File: src/rtl/seq_pkg.sv
// Shared state encoding for the LEGv8 multicycle stage sequencer.
package seq_pkg;
  localparam int unsigned SEQ_STATE_W = 3;

  typedef enum logic [SEQ_STATE_W-1:0] {
    IDLE      = 3'd0,
    FETCH     = 3'd1,
    DECODE    = 3'd2,
    EXECUTE   = 3'd3,
    MEMORY    = 3'd4,
    WRITEBACK = 3'd5,
    HALT      = 3'd6,
    ERROR     = 3'd7
  } seq_state_t;
endpackage

File: src/rtl/seq_timeout_ctr.sv
// Clearable up-counter with enable and a terminal-count flag at TC.
module seq_timeout_ctr #(
  parameter int unsigned W  = 4,
  parameter int unsigned TC = 0
) (
  input  logic         clk,
  input  logic         reset,
  input  logic         clr,
  input  logic         en,
  output logic [W-1:0] count,
  output logic         tc
);
  localparam logic [W-1:0] TC_V = W'(TC);

  always_ff @(posedge clk) begin
    if (!reset) begin
      count <= '0;
    end else if (clr) begin
      count <= '0;
    end else if (en) begin
      count <= count + W'(1);
    end
  end

  assign tc = (count == TC_V);
endmodule

File: src/rtl/stage_sequencer.sv
// Single-clock multicycle stage sequencer for the LEGv8 datapath.
// Optional performance counters enabled by defining STAGE_SEQ_PERF_EN.
module stage_sequencer
  import seq_pkg::*;
#(
  parameter int unsigned MEM_TIMEOUT = 15,
  parameter int unsigned CNT_W       = 32
) (
  input  logic             clk,
  input  logic             reset,
  input  logic             run,
  input  logic             step,
  input  logic             halt_instr,
  input  logic             mem_access,
  input  logic             mem_ready,
  output logic             fetch_en,
  output logic             decode_en,
  output logic             execute_en,
  output logic             mem_en,
  output logic             mem_req,
  output logic             writeback_en,
  output logic             pc_en,
  output logic             busy,
  output logic             halted,
  output logic             mem_error,
  output logic [2:0]       state,
  output logic [CNT_W-1:0] instr_count,
  output logic [CNT_W-1:0] stall_count
);
  localparam int unsigned TO_W = $clog2(MEM_TIMEOUT + 1);

  seq_state_t      state_q, state_d;
  logic            step_d, acc_q, halt_q, err_q;
  logic            wait_tc;
  logic [TO_W-1:0] wait_cnt_unused;

  // Terminal count sits one below the limit so the wait that would reach
  // MEM_TIMEOUT is the one that diverts to ERROR (unless ready arrives).
  seq_timeout_ctr #(
    .W  (TO_W),
    .TC (MEM_TIMEOUT - 1)
  ) u_wait_ctr (
    .clk   (clk),
    .reset (reset),
    .clr   (state_q == EXECUTE),
    .en    (state_q == MEMORY && acc_q && !mem_ready),
    .count (wait_cnt_unused),
    .tc    (wait_tc)
  );

  always_comb begin
    state_d = state_q;
    case (state_q)
      IDLE:      if (run || (step && !step_d)) state_d = FETCH;
      FETCH:     state_d = DECODE;
      DECODE:    state_d = EXECUTE;
      EXECUTE:   state_d = MEMORY;
      MEMORY: begin
        if (!acc_q || mem_ready) state_d = WRITEBACK;
        else if (wait_tc)        state_d = ERROR;
      end
      WRITEBACK: begin
        if (halt_q)   state_d = HALT;
        else if (run) state_d = FETCH;
        else          state_d = IDLE;
      end
      HALT:      state_d = HALT;
      ERROR:     state_d = ERROR;
      default:   state_d = IDLE;
    endcase
  end

  always_ff @(posedge clk) begin
    if (!reset) begin
      state_q <= IDLE;
      step_d  <= 1'b0;
      acc_q   <= 1'b0;
      halt_q  <= 1'b0;
      err_q   <= 1'b0;
    end else begin
      state_q <= state_d;
      step_d  <= step;
      if (state_q == DECODE) begin
        acc_q  <= mem_access;
        halt_q <= halt_instr;
      end
      if (state_d == ERROR) err_q <= 1'b1;
    end
  end

  assign fetch_en     = (state_q == FETCH);
  assign decode_en    = (state_q == DECODE);
  assign execute_en   = (state_q == EXECUTE);
  assign mem_en       = (state_q == MEMORY);
  assign mem_req      = mem_en && acc_q && !mem_ready;
  assign writeback_en = (state_q == WRITEBACK);
  assign pc_en        = (state_q == WRITEBACK);
  assign busy         = (state_q != IDLE) && (state_q != HALT) && (state_q != ERROR);
  assign halted       = (state_q == HALT);
  assign mem_error    = err_q;
  assign state        = state_q;

`ifdef STAGE_SEQ_PERF_EN
  logic instr_tc_unused, stall_tc_unused;

  seq_timeout_ctr #(
    .W  (CNT_W),
    .TC (0)
  ) u_instr_ctr (
    .clk   (clk),
    .reset (reset),
    .clr   (1'b0),
    .en    (writeback_en),
    .count (instr_count),
    .tc    (instr_tc_unused)
  );

  seq_timeout_ctr #(
    .W  (CNT_W),
    .TC (0)
  ) u_stall_ctr (
    .clk   (clk),
    .reset (reset),
    .clr   (1'b0),
    .en    (mem_req),
    .count (stall_count),
    .tc    (stall_tc_unused)
  );
`else
  assign instr_count = '0;
  assign stall_count = '0;
`endif
endmodule

File: config.mk
export PLATFORM = sky130hd
export DESIGN_NAME = stage_sequencer
export DESIGN_NICKNAME = d
export VERILOG_FILES = /design/src/rtl/seq_pkg.sv /design/src/rtl/seq_timeout_ctr.sv /design/src/rtl/stage_sequencer.sv
export SDC_FILE = /design/constraint.sdc
export NUM_CORES = 1
export LEC_CHECK = 0
export CELL_PAD_IN_SITES_DETAIL_PLACEMENT = 0
export CELL_PAD_IN_SITES_GLOBAL_PLACEMENT = 1
export CORE_ASPECT_RATIO = 0.75
export CORE_UTILIZATION = 20
export CTS_BUF_LIST = sky130_fd_sc_hd__clkbuf_16
export DETAILED_ROUTE_END_ITERATION = 10
export PLACE_DENSITY = 0.74
export SYNTH_ARGS = -nofsm -noshare
export SYNTH_HDL_FRONTEND = slang
export SYNTH_SLANG_ARGS = --single-unit
File: constraint.sdc
create_clock -name clk -period 1.5 [get_ports clk]
set_clock_uncertainty 0.15 [all_clocks]
set_input_delay 0.225 -clock clk [delete_from_list [all_inputs] [get_ports clk]]
set_output_delay 0.225 -clock clk [all_outputs]
set_load 0.02 [all_outputs]
; Word level (Yosys, flattened, before mapping)
; Index checks and enable logic that the tools add are counted.
[classes]
n_addsub = 1
n_mul = 0
div_mod_pow = 0
n_lt_le_gt_ge = 0
n_eq_ne = 11
shift = 0
muxes = 6
bitwise = 1
n_reduce_logical = 13
[op_table]
columns = op, count
row1 = $pmux 3 s8, 1
row2 = $eq 3x3->1 const B, 5
row3 = $mux 3, 4
row4 = $eq 3x2->1 const B, 2
row5 = $ne 3x3->1 const B, 2
row6 = $logic_and 1x1->1, 5
row7 = $add 4x1->4 const B, 1
row8 = $eq 4x4->1 const B, 1
row9 = $eq 3x1->1 const B, 1
row10 = $logic_not 1->1, 3
row11 = $logic_not 3->1, 1
row12 = $reduce_bool 3->1, 1
row13 = $logic_or 1x1->1, 2
row14 = $reduce_or 2->1, 1
row15 = $mux 1, 1
row16 = $not 1->1, 1
[totals]
regBits = 11
latchBits = 0
mem_bits_rw = 0
romBits = 0
inputBits = 7
out_inout_bits = 77
word_cells = 38
mem_count = 0

; Logic depth before layout (Yosys ltp)
; Gate-level depths: netlist (run 1).
[logic_depth]
ltp_word = 6
mapped_depth = 6
depth_no_buf = 6

; Cells and area by module
; Synthesis (run 1) repeated with hierarchy kept, for this count alone.
[unflattened]
hier_cells = 138
hier_area_um2 = 1126.1
[modules_own_cells]
columns = mod, n_inst, cells_per_inst, area_each_um2, seq_area_each_um2
row1 = stage_sequencer, 1, 118, 925.9, 140.1
row2 = seq_timeout_ctr, 1, 20, 200.2, 80.1

; Worst setup path before layout (run 1)
; Ideal clock, no wire load.
[synth_timing]
path_type = register to output
from = reg state_q[2], in the netlist state[2]
to = out writeback_en
arrival_ns = 1.589
required_ns = 1.125
slack_ns = -0.464
path_stages_with_launch = 4
n_path_buf = 2
cell_sequence = dfxtp_1 > buf_6 > nor3b_1 > buf_4
[synth_via]
elab_chain_len = 1
[synth_lines]
columns = element, line_no
row1 = "start, declared", stage_sequencer.sv:32  ; seq_state_t state_q, state_d;
row2 = "start signal, assigned", stage_sequencer.sv:81  ; state_q <= state_d;
row3 = $eq 3x3->1, n/a
row4 = "end, declared", stage_sequencer.sv:21  ; output logic writeback_en,
; No other way between the ends.

; Worst setup path after layout (run 1)
[layout_timing]
from = reg state_q[2], in the netlist state[2]
to = out decode_en
[layout_via]
elab_chain_len = 1
[layout_lines]
columns = element, line_no
row1 = $eq 3x2->1, stage_sequencer.sv:92  ; assign decode_en = (state_q == DECODE);
row2 = "end, declared", stage_sequencer.sv:17  ; output logic decode_en,
; No other way between the ends.

==> out/metrics.csv, run 1 <==
metric,value,unit
Synth area leaders,"buf_4, dfxtp_1, nor2_1",
DR vias,797,
Max clock buf depth,2,
main flop type after synthesis,dfxtp_1,
syn avg cell area,8.31,sq um
post-route minimum period,1.53,ns
clk sinks,11,
GRT Resource Usage Total,7.22,%
"Req. time, crit path",1.12,ns
kind of critical path,reg2out,
post-synthesis sequential area ratio,20.2,%
Met3 Routed Length,120,um
M1 WL,869,um
layout cells sized above 1,36.7,%
fraction of registers with async set/reset,0,%
Inserted Diodes,0,
routed wl met2,1050,um
Final Max Tran Viols,0,
Die X,87.2,um
"Net count, final",190,
Congestion Overflow GR,0,
clk_lat worst skew,0.24,ns
endpoints failing setup,5,
largest net degree at the start of global routing,9,
Crit path arrival time,1.16,ns
DIE HEIGHT,65.9,um
drt pass-1 iters,4,
Max VDD drop,0.259,mV
final wirelength,2110,um
WL per Instance,8.35,um
Hold Path Class,reg2reg,
Reg2Reg Depth,5,
Die Area,5740,sq um
antenna-violating nets left,0,
Core Region,5060,sq um
Crit. End Element,output port,
power density over the cells,804,nW/um^2
total power,1.24,mW
top cells by instance count after synthesis,"buf_4, dfxtp_1, nor2_1",
Startpoint Class,flip-flop,
dpl hpwl,1480,um
Synth area leader,buf_4,
Ports,84,
failing checks,setup timing,
RD Place Congestion,0.793,
final hold vios,0,
Clock Pin Slew Worst Setup and Hold Paths,0.04,ns
Via density,3.16,
RSZ-0062 raised after global routing,yes,
Layout area overhead,41.7,%
CTS tree,done,
min-delay src,mem_error,
P_leak,0.757,nW
status,finished with violations,
Cells after Synth,131,
top sig layer,met4,
root buffer cell,clkbuf_16,
# port buffers,19,
Hold Path Stages,1,
Syn. warnings,0,
first-iteration detailed-routing DRC count,24,
Worst R2R Start,state[2],
Initial Utilization,21.5,%
Synth Cell Area,1090,sq um
top cell type's share of synthesized area,44.8,%
initial antenna violation count,0,
htree depth,1,
Rows,22,
setup ws final,-0.0345,ns
Synth cell types,31,
cell with the most instances after synthesis,buf_4,
first-pass GRT wire length,3050,um
MaxCap Viol Count,0,
Worst Setup SP,state[2],
vias in the first global route,620,
DRC viols,0,
Post-synth EDFFs,0,
Setup TNS,-0.0922,ns
fmax,652,MHz
post-route clock period utilization,102,%
CTS buffer count,3,
Synth Register Bits,11,
CP Max Fanout,6,
## cell usage in the layout (no fill, tap or decap), types with 2 or more instances in the layout
cell type        count
conb_1              64
buf_4               24
buf_6               13
dfxtp_1              8
nor2_1               7
a21oi_1              5
clkdlybuf4s50_1      5
inv_1                4
nor3b_4              3
xnor2_1              3
clkbuf_16            3
buf_2                3
dlygate4sd2_1        3
dfxtp_4              3
nor2_4               2
nor3_4               2
nand3_1              2
ha_1                 2
## sequential cells by signal, indices dropped and copies added (netlist names)
signal / flops
mem_error: 1
acc_q: 1
u_wait_ctr.count: 4
halt_q: 1
state: 3
step_d: 1
## cell type report
cell class,instances,area (sq um)
Fill cell,550,3520
Sequential cell,11,231
Clock buffer,3,75.1
Multi-Input combinational cell,111,683
Timing Repair Buffer,50,442
Clock inverter,1,3.75
Inverter,4,17.5
Tap cell,72,90.1
## layer usage
layer / up-vias / global-route usage [%]
met5: - / 0
met4: 0 / 5.53
met3: 5 / 1.37
met2: 37 / 11.1
met1: 360 / 8.89
li1: 395 / -
## kinds of logic (layout without fill, tap and decap cells)
family                   after synthesis  in the layout  share of synthesized area (%)
AO/OA/AOI/OAI                         14             14                           9.08
XOR/XNOR                               3              3                           2.41
other                                  1             64                          0.344
adder cells (fa/ha/maj)                2              2                           2.30
buffers and inverters                 72             58                           48.6
flip-flops                            11             11                           20.2
multiplexers                           1              1                          0.920
AND/OR/NAND/NOR                       27             27                           16.1
## per-stage QoR
stage          cells  hold WS [ns]  area, sq um  setup WS [ns]  utilization (%)
3_5_place_dp     237         0.316         1260         -0.548             24.9
5_1_grt          252         0.357         1540        -0.0747             30.5
3_3_place_gp     237         0.319         1260         -0.568             24.9
6_report         252         0.326         1540        -0.0345             30.5
4_1_cts          247         0.326         1420        -0.0914             28.0
2_1_floorplan    194         0.197         1350        -0.0665                -
## critical path: stages, from the launching register on
cell     delay, ns
dfxtp_4       0.36
buf_6         0.12
buf_6         0.11
nor3b_4       0.19
buf_6         0.14
## where the power goes
group / leakage [nW] / total, mW / internal, mW / switching (mW)
Sequential: 0.0916 / 0.327 / 0.307 / 0.0192
Clock: 0.0423 / 0.481 / 0.350 / 0.131
Combinational: 0.623 / 0.432 / 0.157 / 0.275
Total: 0.757 / 1.24 / 0.815 / 0.426
## path summary, 6_finish.rpt
kind         slack, ns   endpoint
max reg2reg      -0.03   state[0]
max              -0.03  decode_en
min               0.33  mem_error
min reg2reg       0.33  mem_error
## what timing repair did
item,4_1_cts,5_1_grt
hold buffers,0,0
endpoints found under the setup margin,20,17
buffers inserted,6,5
gates resized for setup,70,19
pin swaps,5,6
Note: power is estimated with default switching activity, not from simulation.
==> run 2: changes to the inputs <==
CORE_ASPECT_RATIO = default   (was 0.75)
CTS_CLUSTER_SIZE = 16   (was default)
SLEW_MARGIN = 20   (was default)
==> out/metrics.csv, run 2 (synthesis gave the netlist of run 1 again) <==
metric,value,unit
final wirelength,2040,um
post-route clock period utilization,104,%
DIE HEIGHT,75.8,um
total power,1.29,mW
Die Area,5740,sq um
Clock Pin Slew Worst Setup and Hold Paths,0.05,ns
max reg flops,4,
"commonest non-fill, non-tap cell in the layout",conb_1,
RSZ-0062 raised after global routing,yes,
critical-path cell list,buf_12 -> buf_6 -> nor3b_4 -> buf_6,
Max clock buf depth,2,
end-of-flow core utilization,30.9,%
largest net degree at the start of global routing,10,
CTS buffer count,3,
post-route minimum period,1.57,ns
CTS tree,done,
Core Region,5170,sq um
Max VDD drop,0.305,mV
final hold vios,0,
Final Max Tran Viols,0,
MaxCap Viol Count,0,
status,finished with violations,
DRC viols,0,
Inserted Diodes,0,
root buffer cell,clkbuf_16,
fmax,639,MHz
GRT Resource Usage Total,6.33,%
Crit path arrival time,1.19,ns
P_leak,0.776,nW
Startpoint Class,flip-flop,
combinational power share,36.1,%
Sw Ratio,34.4,%
Via density,3.23,
drt pass-1 iters,4,
"Req. time, crit path",1.12,ns
Crit. End Element,output port,
Congestion Overflow GR,0,
number of non-filler instances in the completed layout,251,
first-pass GRT wire length,2620,um
most frequent cells in the layout,"conb_1, buf_4, buf_6, nor2_1, dfxtp_1",
Biggest register,u_wait_ctr.count,
Power Internal,0.844,mW
htree depth,1,
clk sinks,11,
vias in the first global route,582,
Die X,75.8,um
Hold Path Class,in2reg,
# port buffers,19,
sequential power share,25.7,%
switching pwr,0.442,mW
clock share of power,38.2,%
CP Max Fanout,5,
clk_lat worst skew,0.24,ns
CP max stage delay,0.36,ns
CP top delay family,buffers and inverters,
endpoints failing setup,6,
Rows,26,
most used cell along the critical path,buf_6,
RD Place Congestion,0.780,
CP max-delay cell,dfxtp_4,
DR vias,811,
# hold bufs at CTS,0,
flop2flop setup slack,0.03,ns
layout cells sized above 1,40.9,%
setup ws final,-0.0652,ns
first-iteration detailed-routing DRC count,27,
dpl hpwl,1440,um
Initial Utilization,21.0,%
antenna-violating nets left,0,
initial antenna violation count,0,
Layout area overhead,46.7,%
Buf/Inv on CP,3,
kind of critical path,reg2out,
failing checks,setup timing,
"Net count, final",191,
Ports,84,
WL per Instance,8.14,um
power density over the cells,806,nW/um^2
Cells after DPL,239,
-- run 2: changes by cell type in the layout (fill, tap and decap cells not counted), moves of 2 or more --
| cell | previous run | this run |
|---|---|---|
| buf_4 | 24 | 26 |
| dfxtp_2 | 0 | 2 |
| buf_2 | 3 | 1 |
| dfxtp_1 | 8 | 6 |
-- run 2: through the flow --
stage               cell area, sq um  TNS, ns  worst slack (ns)  hold WS, ns
floorplan                       1350   -0.213           -0.0665        0.197
global placement                1290    -4.30            -0.649        0.314
detailed placement              1290    -4.34            -0.637        0.315
CTS                             1460   -0.465           -0.0927        0.325
global route                    1600   -0.561           -0.0988        0.148
finish                          1600   -0.197           -0.0652        0.131
-- run 2: layer usage --
metal / global-route usage [%] / routed length [um] / share of wire [%]
met1: 6.63 / 812 / 40
met3: 1.72 / 128 / 6.3
met4: 4.32 / 57 / 2.8
met5: 0 / 0 / 0
met2: 11.0 / 1040 / 51
-- run 2: worst paths after layout --
check,start,end,cells after the start
worst max register to register,state[0],mem_error,5
worst max-delay path,state[0],decode_en,4
worst min register to register,mem_error,mem_error,1
worst min-delay path,run,state[0],2
-- run 2: power groups by stage --
stage	combinational (mW)	sequential, mW	clock, mW
floorplan	0.374	0.335	0
global placement	0.375	0.334	0
detailed placement	0.376	0.335	0
CTS	0.416	0.328	0.500
global route	0.499	0.333	0.525
finish	0.464	0.330	0.492
-- run 2: what timing repair did --
action,4_1_cts,5_1_grt
cloned,0,0
resized for setup,74,27
pin swaps,3,7
setup buffers,4,4
endpoints found under the setup margin,20,15
-- run 2: area by class of cell --
type	count	area [sq um]
Fill cell	546	3580
Sequential cell	11	234
Timing Repair Buffer	51	468
Inverter	4	20.0
Multi-Input combinational cell	111	708
Tap cell	70	87.6
Clock inverter	1	3.75
Clock buffer	3	75.1
